**src/rtl/trace_capture.sv**
```systemverilog
// Retire-stream discontinuity capture feeding the trace line FIFO.
// Ports: hart_* retire in, cfg_* control, fifo_full in; wr_en + line out,
// cap_state / entry_cnt / drop_cnt status. Option: TRACE_CAPTURE_RVC_EN.
module trace_capture #(
  parameter int CNT_W = 16
) (
  input  logic             clk,
  input  logic             rst_n,
  input  logic             hart_vld,
  input  logic [31:0]      hart_pc,
  input  logic [31:0]      hart_code,
  input  logic [31:0]      hart_ra,
  input  logic [31:0]      hart_sp,
  input  logic [31:0]      hart_a0,
  input  logic [31:0]      hart_t0,
  input  logic             cfg_en,
  input  logic             cfg_clr,
  input  logic [31:0]      cfg_lo,
  input  logic [31:0]      cfg_hi,
  input  logic [CNT_W-1:0] cfg_limit,
  input  logic             fifo_full,
  output logic             wr_en,
  output logic [31:0]      index_o,
  output logic [31:0]      pc_o,
  output logic [31:0]      code_o,
  output logic [31:0]      ra_o,
  output logic [31:0]      sp_o,
  output logic [31:0]      a0_o,
  output logic [31:0]      t0_o,
  output logic [1:0]       cap_state,
  output logic [CNT_W-1:0] entry_cnt,
  output logic [CNT_W-1:0] drop_cnt
);

  typedef enum logic [1:0] {
    IDLE    = 2'b00,
    ARMED   = 2'b01,
    STOPPED = 2'b10,
    BAD     = 2'b11
  } state_e;

  state_e           state_q, state_d;
  logic             first_q, first_d;
  logic [31:0]      last_pc_q, last_pc_d;
  logic [31:0]      idx_cnt_q, idx_cnt_d;
  logic             wr_en_q, wr_en_d;
  logic [31:0]      index_q, index_d;
  logic [31:0]      pc_q, pc_d;
  logic [31:0]      code_q, code_d;
  logic [31:0]      ra_q, ra_d;
  logic [31:0]      sp_q, sp_d;
  logic [31:0]      a0_q, a0_d;
  logic [31:0]      t0_q, t0_d;
  logic [CNT_W-1:0] entry_q, entry_d;
  logic [CNT_W-1:0] drop_q, drop_d;

  logic             seq;
  logic             in_win;
  logic             evt;
  logic             wr_ok;
  logic             lim_hit;
  logic [CNT_W-1:0] entry_inc;

`ifdef TRACE_CAPTURE_RVC_EN
  assign seq = (hart_pc == last_pc_q + 32'd4)
             || (hart_pc == last_pc_q + 32'd2);
`else
  assign seq = (hart_pc == last_pc_q + 32'd4);
`endif

  // lo > hi turns the window off
  assign in_win = (cfg_lo > cfg_hi)
               || ((hart_pc >= cfg_lo) && (hart_pc <= cfg_hi));

  // clear wins over any event in the same cycle
  assign evt = (state_q == ARMED) && hart_vld && !cfg_clr
            && (first_q || !seq) && in_win;
  assign wr_ok = evt && !fifo_full;

  assign entry_inc = entry_q + {{(CNT_W-1){1'b0}}, 1'b1};
  assign lim_hit = wr_ok && (cfg_limit != '0)
                && (entry_inc == cfg_limit);

  always_comb begin
    state_d   = state_q;
    first_d   = first_q;
    last_pc_d = hart_vld ? hart_pc : last_pc_q;
    idx_cnt_d = idx_cnt_q;
    wr_en_d   = 1'b0;
    index_d   = index_q;
    pc_d      = pc_q;
    code_d    = code_q;
    ra_d      = ra_q;
    sp_d      = sp_q;
    a0_d      = a0_q;
    t0_d      = t0_q;
    entry_d   = entry_q;
    drop_d    = drop_q;

    if ((state_q == ARMED) && hart_vld) begin
      first_d = 1'b0;
    end

    if (evt) begin
      idx_cnt_d = idx_cnt_q + 32'd1;
      if (wr_ok) begin
        wr_en_d = 1'b1;
        index_d = idx_cnt_q;
        pc_d    = hart_pc;
        code_d  = hart_code;
        ra_d    = hart_ra;
        sp_d    = hart_sp;
        a0_d    = hart_a0;
        t0_d    = hart_t0;
        entry_d = entry_inc;
      end else if (drop_q != '1) begin
        drop_d = drop_q + {{(CNT_W-1){1'b0}}, 1'b1};
      end
    end

    unique case (state_q)
      IDLE: begin
        if (cfg_en) begin
          state_d = ARMED;
          first_d = 1'b1;
        end
      end
      ARMED: begin
        if (!cfg_en) begin
          state_d = IDLE;
        end else if (lim_hit) begin
          state_d = STOPPED;
        end
      end
      STOPPED: begin
        if (!cfg_en) begin
          state_d = IDLE;
        end
      end
      default: state_d = IDLE;
    endcase

    if (cfg_clr) begin
      state_d   = IDLE;
      first_d   = 1'b0;
      idx_cnt_d = '0;
      index_d   = '0;
      entry_d   = '0;
      drop_d    = '0;
      wr_en_d   = 1'b0;
    end
  end

  always_ff @(posedge clk or negedge rst_n) begin
    if (!rst_n) begin
      state_q   <= IDLE;
      first_q   <= 1'b0;
      last_pc_q <= '0;
      idx_cnt_q <= '0;
      wr_en_q   <= 1'b0;
      index_q   <= '0;
      pc_q      <= '0;
      code_q    <= '0;
      ra_q      <= '0;
      sp_q      <= '0;
      a0_q      <= '0;
      t0_q      <= '0;
      entry_q   <= '0;
      drop_q    <= '0;
    end else begin
      state_q   <= state_d;
      first_q   <= first_d;
      last_pc_q <= last_pc_d;
      idx_cnt_q <= idx_cnt_d;
      wr_en_q   <= wr_en_d;
      index_q   <= index_d;
      pc_q      <= pc_d;
      code_q    <= code_d;
      ra_q      <= ra_d;
      sp_q      <= sp_d;
      a0_q      <= a0_d;
      t0_q      <= t0_d;
      entry_q   <= entry_d;
      drop_q    <= drop_d;
    end
  end

  assign wr_en     = wr_en_q;
  assign index_o   = index_q;
  assign pc_o      = pc_q;
  assign code_o    = code_q;
  assign ra_o      = ra_q;
  assign sp_o      = sp_q;
  assign a0_o      = a0_q;
  assign t0_o      = t0_q;
  assign cap_state = state_q;
  assign entry_cnt = entry_q;
  assign drop_cnt  = drop_q;

endmodule

```
**config.mk**
```make
export PLATFORM = sky130hd
export DESIGN_NAME = trace_capture
export DESIGN_NICKNAME = d
export VERILOG_FILES = /design/src/rtl/trace_capture.sv
export SDC_FILE = /design/constraint.sdc
export NUM_CORES = 1
export LEC_CHECK = 0
export CAP_MARGIN = 20
export CORE_AREA = 2 2 209 211
export CTS_CLUSTER_SIZE = 10
export DETAILED_ROUTE_END_ITERATION = 6
export DIE_AREA = 0 0 211 213
export GPL_TIMING_DRIVEN = 0
export MAX_ROUTING_LAYER = met4
export PLACE_DENSITY = 0.78
export SETUP_SLACK_MARGIN = 0.02
export SLEW_MARGIN = 10
export SYNTH_ARGS = -nofsm -noshare
export SYNTH_HDL_FRONTEND = slang
export SYNTH_SLANG_ARGS = --single-unit
```
**constraint.sdc**
```tcl
create_clock -name clk -period 4.26 [get_ports clk]
set_clock_uncertainty 0.05 [all_clocks]
set_input_delay 1.065 -clock clk [delete_from_list [all_inputs] [get_ports clk]]
set_output_delay 1.065 -clock clk [all_outputs]
set_load 0.005 [all_outputs]
```
* Yosys cells after proc, flatten, opt, wreduce, memory -nomap -nowiden *
Cells that the tools add are included.

word-level totals
  register bits after elaboration = 324
  input port bits = 278

operators by class
  $add $sub $neg = 4
  magnitude comparators = 3
  equality and inequality tests = 9
  multiplexer cells = 25
  reduce and logical (&&, ||, !) cells = 22

operator list
  operator                                                                number
  32-bit two-way mux                                                      5
  16-bit two-way mux                                                      7
  16-bit by 1-bit adder with 16-bit output (second input constant)        2
  32-bit by 1-bit adder with 32-bit output (second input constant)        1
  32-bit by 3-bit adder with 32-bit output (second input constant)        1
  32-bit equality test                                                    1
  32-bit >= comparator                                                    1
  32-bit greater-than comparator                                          1
  32-bit less-or-equal comparator                                         1
  16-bit equality test                                                    1
  16-bit != test (second input constant)                                  1
  16-bit nonzero test                                                     1
  2-bit two-way mux                                                       5
  1-bit logical AND                                                       8
  1-bit two-way mux                                                       7
  3-bit != test (second input constant)                                   2
  2-bit one-hot mux with 3 select lines                                   1
  3-bit AND reduction                                                     2
  2-bit nonzero test                                                      3
  4-bit != test (second input constant)                                   1
  2-bit AND reduction                                                     2
  1-bit logical NOT                                                       3
  2-bit by 1-bit equality test with 1-bit output (second input constant)  1
  2-bit equality test (second input constant)                             1
  3 further kinds                                                         4

* Longest topological paths before layout *
  depth after elaboration = 13
  gate-level depth with buffers = 15
  gate-level depth less buffers = 13

* Worst setup path before layout *
Ideal clock, no wire load.

  kind = input to register
  start point = input port cfg_hi[29]
  end point = register idx_cnt_q[28]
  data arrival time = 4,126 ps
  required time = 4,085 ps
  path slack = -41 ps
  stages = 12
  cell sequence = inv_1 > ha_1 > and4_1 > nand2_1 > or4_1 > o31a_1 > o32a_1 > or3_1 > buf_6 > buf_6 > nor4_1 > mux2_2

between the ends
  word-level cells in the longest chain between the ends = 5

RTL lines
  element                                line  source
  from (decl)                            19    input logic [31:0] cfg_hi,
  32-bit less-or-equal comparator        73    || ((hart_pc >= cfg_lo) && (hart_pc <= cfg_hi));
  1-bit logical AND                      73
  1-bit logical OR *                     73
  1-bit logical AND *                    77    && (first_q || !seq) && in_win;
  2-bit nonzero test (no source line) *  n/a
  to (signal assigned)                   174   idx_cnt_q <= idx_cnt_d;
  to (decl)                              45    logic [31:0] idx_cnt_q, idx_cnt_d;

Mark *: on every way between the ends. The rest lies on a longest branch, timed or not.
A chain may end at the register's enable or synchronous reset.

* Final worst setup path *
  start point = input port cfg_hi[25]
  end point = register idx_cnt_q[18]

Same word-level chain as after synthesis.

==> results.ini <==
[run_status]
status=complete, no violations

[worst_setup_path]
crit_arrival_ns=4.65
regToRegSetupSlack_ns=0.31
crit_path_start_kind=input port
r2r_start=last_pc_q[2]$_DFFE_PN0P_
crit_path_end_kind=flip-flop
rr_worst_depth=14
max_stage_delay_ns=0.51
cpMostUsedCell=buf_6
critical-path-top-delay-family=simple AND/OR/NAND/NOR gates
path_class=in -> reg
critPathRequiredTime_ns=4.68
path_max_fanout=10
crit_chain=clkdlybuf4s50_1 > inv_2 > ha_4 > and4_1 > nand2_2 > or4_4 > o31a_1 > o32a_4 > or3_4 > buf_6 > buf_6 > or4_1 > a21oi_1
worstPathBufferInverterCount=4
crit_path_top_delay_cell=clkdlybuf4s50_1
reg2reg_to=idx_cnt_q[1]$_DFFE_PN0P_
crit_start=cfg_hi[25]

[logic_synthesis]
netlist_top_cells_area=dfrtp_1 45%, mux2_4 15%, ha_1 7.0%
synthDistinctLibCells=73
synth_compound_area_frac=0.0926
async_flop_share=1.00
synthMuxAreaShare=0.183
synthCells=1572
yosys_warnings=0
synth.avg_cell_area_um2=11.4
syn-num-nets=1950
synthXorXnorAreaFrac=0.0347
netlist_area_um2=17900
synth-simple-area-share=0.121
ys_ff_latch=324
seq_area_frac_synth=0.453
synth_top_family_by_area=multiplexers
synth_top_area_share=0.453
ys.flop_type=dfrtp_1
synth_adder_area_share=0.0699
yosys.area.top_type=dfrtp_1
synth_edf_count=0

[final_layout]
areaGrowthSynthToFinish_pct=43.5
final_nets=2542
utilization=0.601
fin_area_um2=25700
drive_gt1_frac=0.179

[global_route]
track_usage=0.265
grt_start_max_net_pins=116
grt_pass1_vias=15800
antenna_found_initial=1
overflow=0
grt_pass1_wl_um=90500

[pwr]
irDropWorstVdd_mv=0.339
p_leak_nw=11.1
pwr_density_cell_nw_per_um2=379

[clock_network]
htreeDepth=2
cts_buffer_depth=3
cts_tree=yes
numClockSinks=324
holdBufCountCts=0
numCtsBuffers=40
clkTransAtPathRegs_ns=0.06
clockRootBuffer=clkbuf_16
worstSkewPairLatency_ns=0.56

[sta]
slew_headroom=0.422
rsz0062_at_grt=false
finalMaxSlewViolations=0
fmax_mhz=237
worstMarginPinSlew_ns=0.859
tns_ns=0
period_share=0.992
finalSetupViolations=0
worst_slack_ns=0.0361
fin_crit_ns=4.22
finalHoldViolCount=0
hold-worst-slack_ns=0.261

[place]
place_congestion=0.929
io_buffers=535
placed_area_um2=24000
dp_slack_ns=-1.69
hpwl_um=44700

[route]
ant_nets=0
first_iter_violations=1086
wl_um=59800
drc_errors=0
first_pass_iters=5
vias_per_cell=5.54
wl_per_cell_um=22.0
num_vias=15100

[floorplanning]
rows=76
initial_core_util=0.419
core_um2=42700
die_area_um2=44900
die_y_um=213
io_pins=537
fp.dieW_um=211

[hold_path]
hold_class=in -> async

[run]
maxCapViolations=0

[state kept, by name, summed over array words and instances (netlist names), 32 cells and up]
register / flops
a0_o: 32
code_o: 32
idx_cnt_q: 32
index_o: 32
last_pc_q: 32
pc_o: 32
ra_o: 32
sp_o: 32
t0_o: 32
[repair_timing]
action	in CTS	in global routing
setup endpoints to repair	289	241
buffers inserted	8	1
gates resized for setup	72	36
cloned	3	0
pin swaps	10	5
[power by group]
group / leakage, nW / switching, mW / internal [mW] / total (mW)
clock: 0.560 / 1.31 / 1.80 / 3.11
combinational: 6.34 / 0.926 / 1.78 / 2.70
sequential: 4.24 / 0.333 / 3.58 / 3.91
[cell type report]
| type | count | area [um2] |
|---|---|---|
| timing repair buffer | 549 | 5560 |
| buffer | 72 | 569 |
| sequential | 324 | 8110 |
| fill | 3425 | 17000 |
| clock buffer | 49 | 1090 |
| inverter | 92 | 353 |
| clock inverter | 4 | 55.1 |
| tap | 546 | 683 |
| timing repair inverter | 1 | 6.26 |
| multi-input combinational | 1084 | 9250 |
| antenna | 1 | 2.50 |
[per-stage QoR]
stage | power [mW] | std cells
after floorplan | 4.95 | 1572
after global placement | 6.52 | 2653
after detailed placement | 6.61 | 2656
after CTS | 9.79 | 2720
after global routing | 10.1 | 2722
final | 9.72 | 2722
[cell usage after synthesis, types with 4 or more instances]
cell	instances
dfrtp_1	324
mux2_4	177
nand2_1	138
ha_1	100
inv_1	90
o21ai_0	88
a21oi_1	80
nor2_1	49
mux2_2	47
nand3_1	47
xnor2_1	42
nand4_1	39
xor2_1	29
clkbuf_1	25
buf_6	23
nor4_1	23
nor3_1	21
o31ai_1	20
or4_1	20
buf_2	19
and3_1	17
a211oi_1	13
or3_1	13
and4_1	10
a31oi_1	9
mux2i_1	7
o211ai_1	7
nor2b_1	6
and2_1	5
o21bai_1	5
o21a_1	4
o41ai_1	4
[worst reg2reg max path: cells and delay by family (launching register included)]
family,cells,cell delay [ns]
adders and majority gates,1,0.29
AOI/OAI and AO/OA,3,0.86
DFF,1,0.47
buffers and inverters,4,0.84
muxes,1,0.22
and+or+nand+nor,5,1.11
[per-layer routing]
metal	GRT usage	routed length, um
met5	-	0
met4	0.0935	2110
met3	0.0565	4120
met2	0.437	29400
met1	0.322	24200
[kinds of logic (layout without fill, tap and decap cells)]
kind of cell,Yosys count,in the layout
muxes,233,233
DFF,324,324
adders and majority gates,100,100
buffers and inverters,164,767
and+or+nand+nor,409,409
other,0,1
AOI/OAI and AO/OA,271,271
xor gates and xnor gates,71,71
[cell usage in the layout, fill, tap and decap left out, types with 6 or more instances in the layout]
master / Yosys / final
nor2b_1: 6 / 6
o211ai_1: 7 / 7
nor3_1: 21 / 19
a211oi_1: 13 / 13
nand3_1: 47 / 47
nor2_1: 49 / 49
dfrtp_1: 324 / 324
dlymetal6s2s_1: 0 / 14
or4_1: 20 / 18
clkbuf_8: 0 / 6
clkbuf_16: 0 / 40
xnor2_1: 42 / 42
mux2_4: 177 / 181
buf_4: 2 / 12
inv_1: 90 / 86
a21oi_1: 80 / 78
dlygate4sd2_1: 0 / 15
nor4_1: 23 / 17
and3_1: 17 / 17
mux2i_1: 7 / 7
and4_1: 10 / 9
nand4_1: 39 / 39
xor2_1: 29 / 29
a31oi_1: 9 / 9
clkdlybuf4s50_1: 0 / 505
or3_1: 13 / 12
buf_6: 23 / 11
ha_4: 0 / 7
nand2_1: 138 / 137
o21ai_0: 88 / 87
o31ai_1: 20 / 17
mux2_2: 47 / 43
clkbuf_1: 25 / 26
buf_2: 19 / 17
buf_8: 0 / 10
ha_1: 100 / 93
[worst max path at each step]
| stage | slack (ns) | to | cells past startpoint |
|---|---|---|---|
| global route | 0.02 | idx_cnt_q[17]$_DFFE_PN0P_ | 13 |
| detailed placement | -1.69 | index_o[29]$_DFFE_PN0P_ | 13 |
| global placement | -12.00 | ra_o[22]$_DFFE_PN0P_ | 1 |
| floorplan | 0.002 | idx_cnt_q[28]$_DFFE_PN0P_ | 12 |
| CTS | 0.02 | drop_cnt[5]$_DFFE_PN0P_ | 11 |
| finish | 0.04 | idx_cnt_q[18]$_DFFE_PN0P_ | 13 |
(Power assumes the default switching activity.)
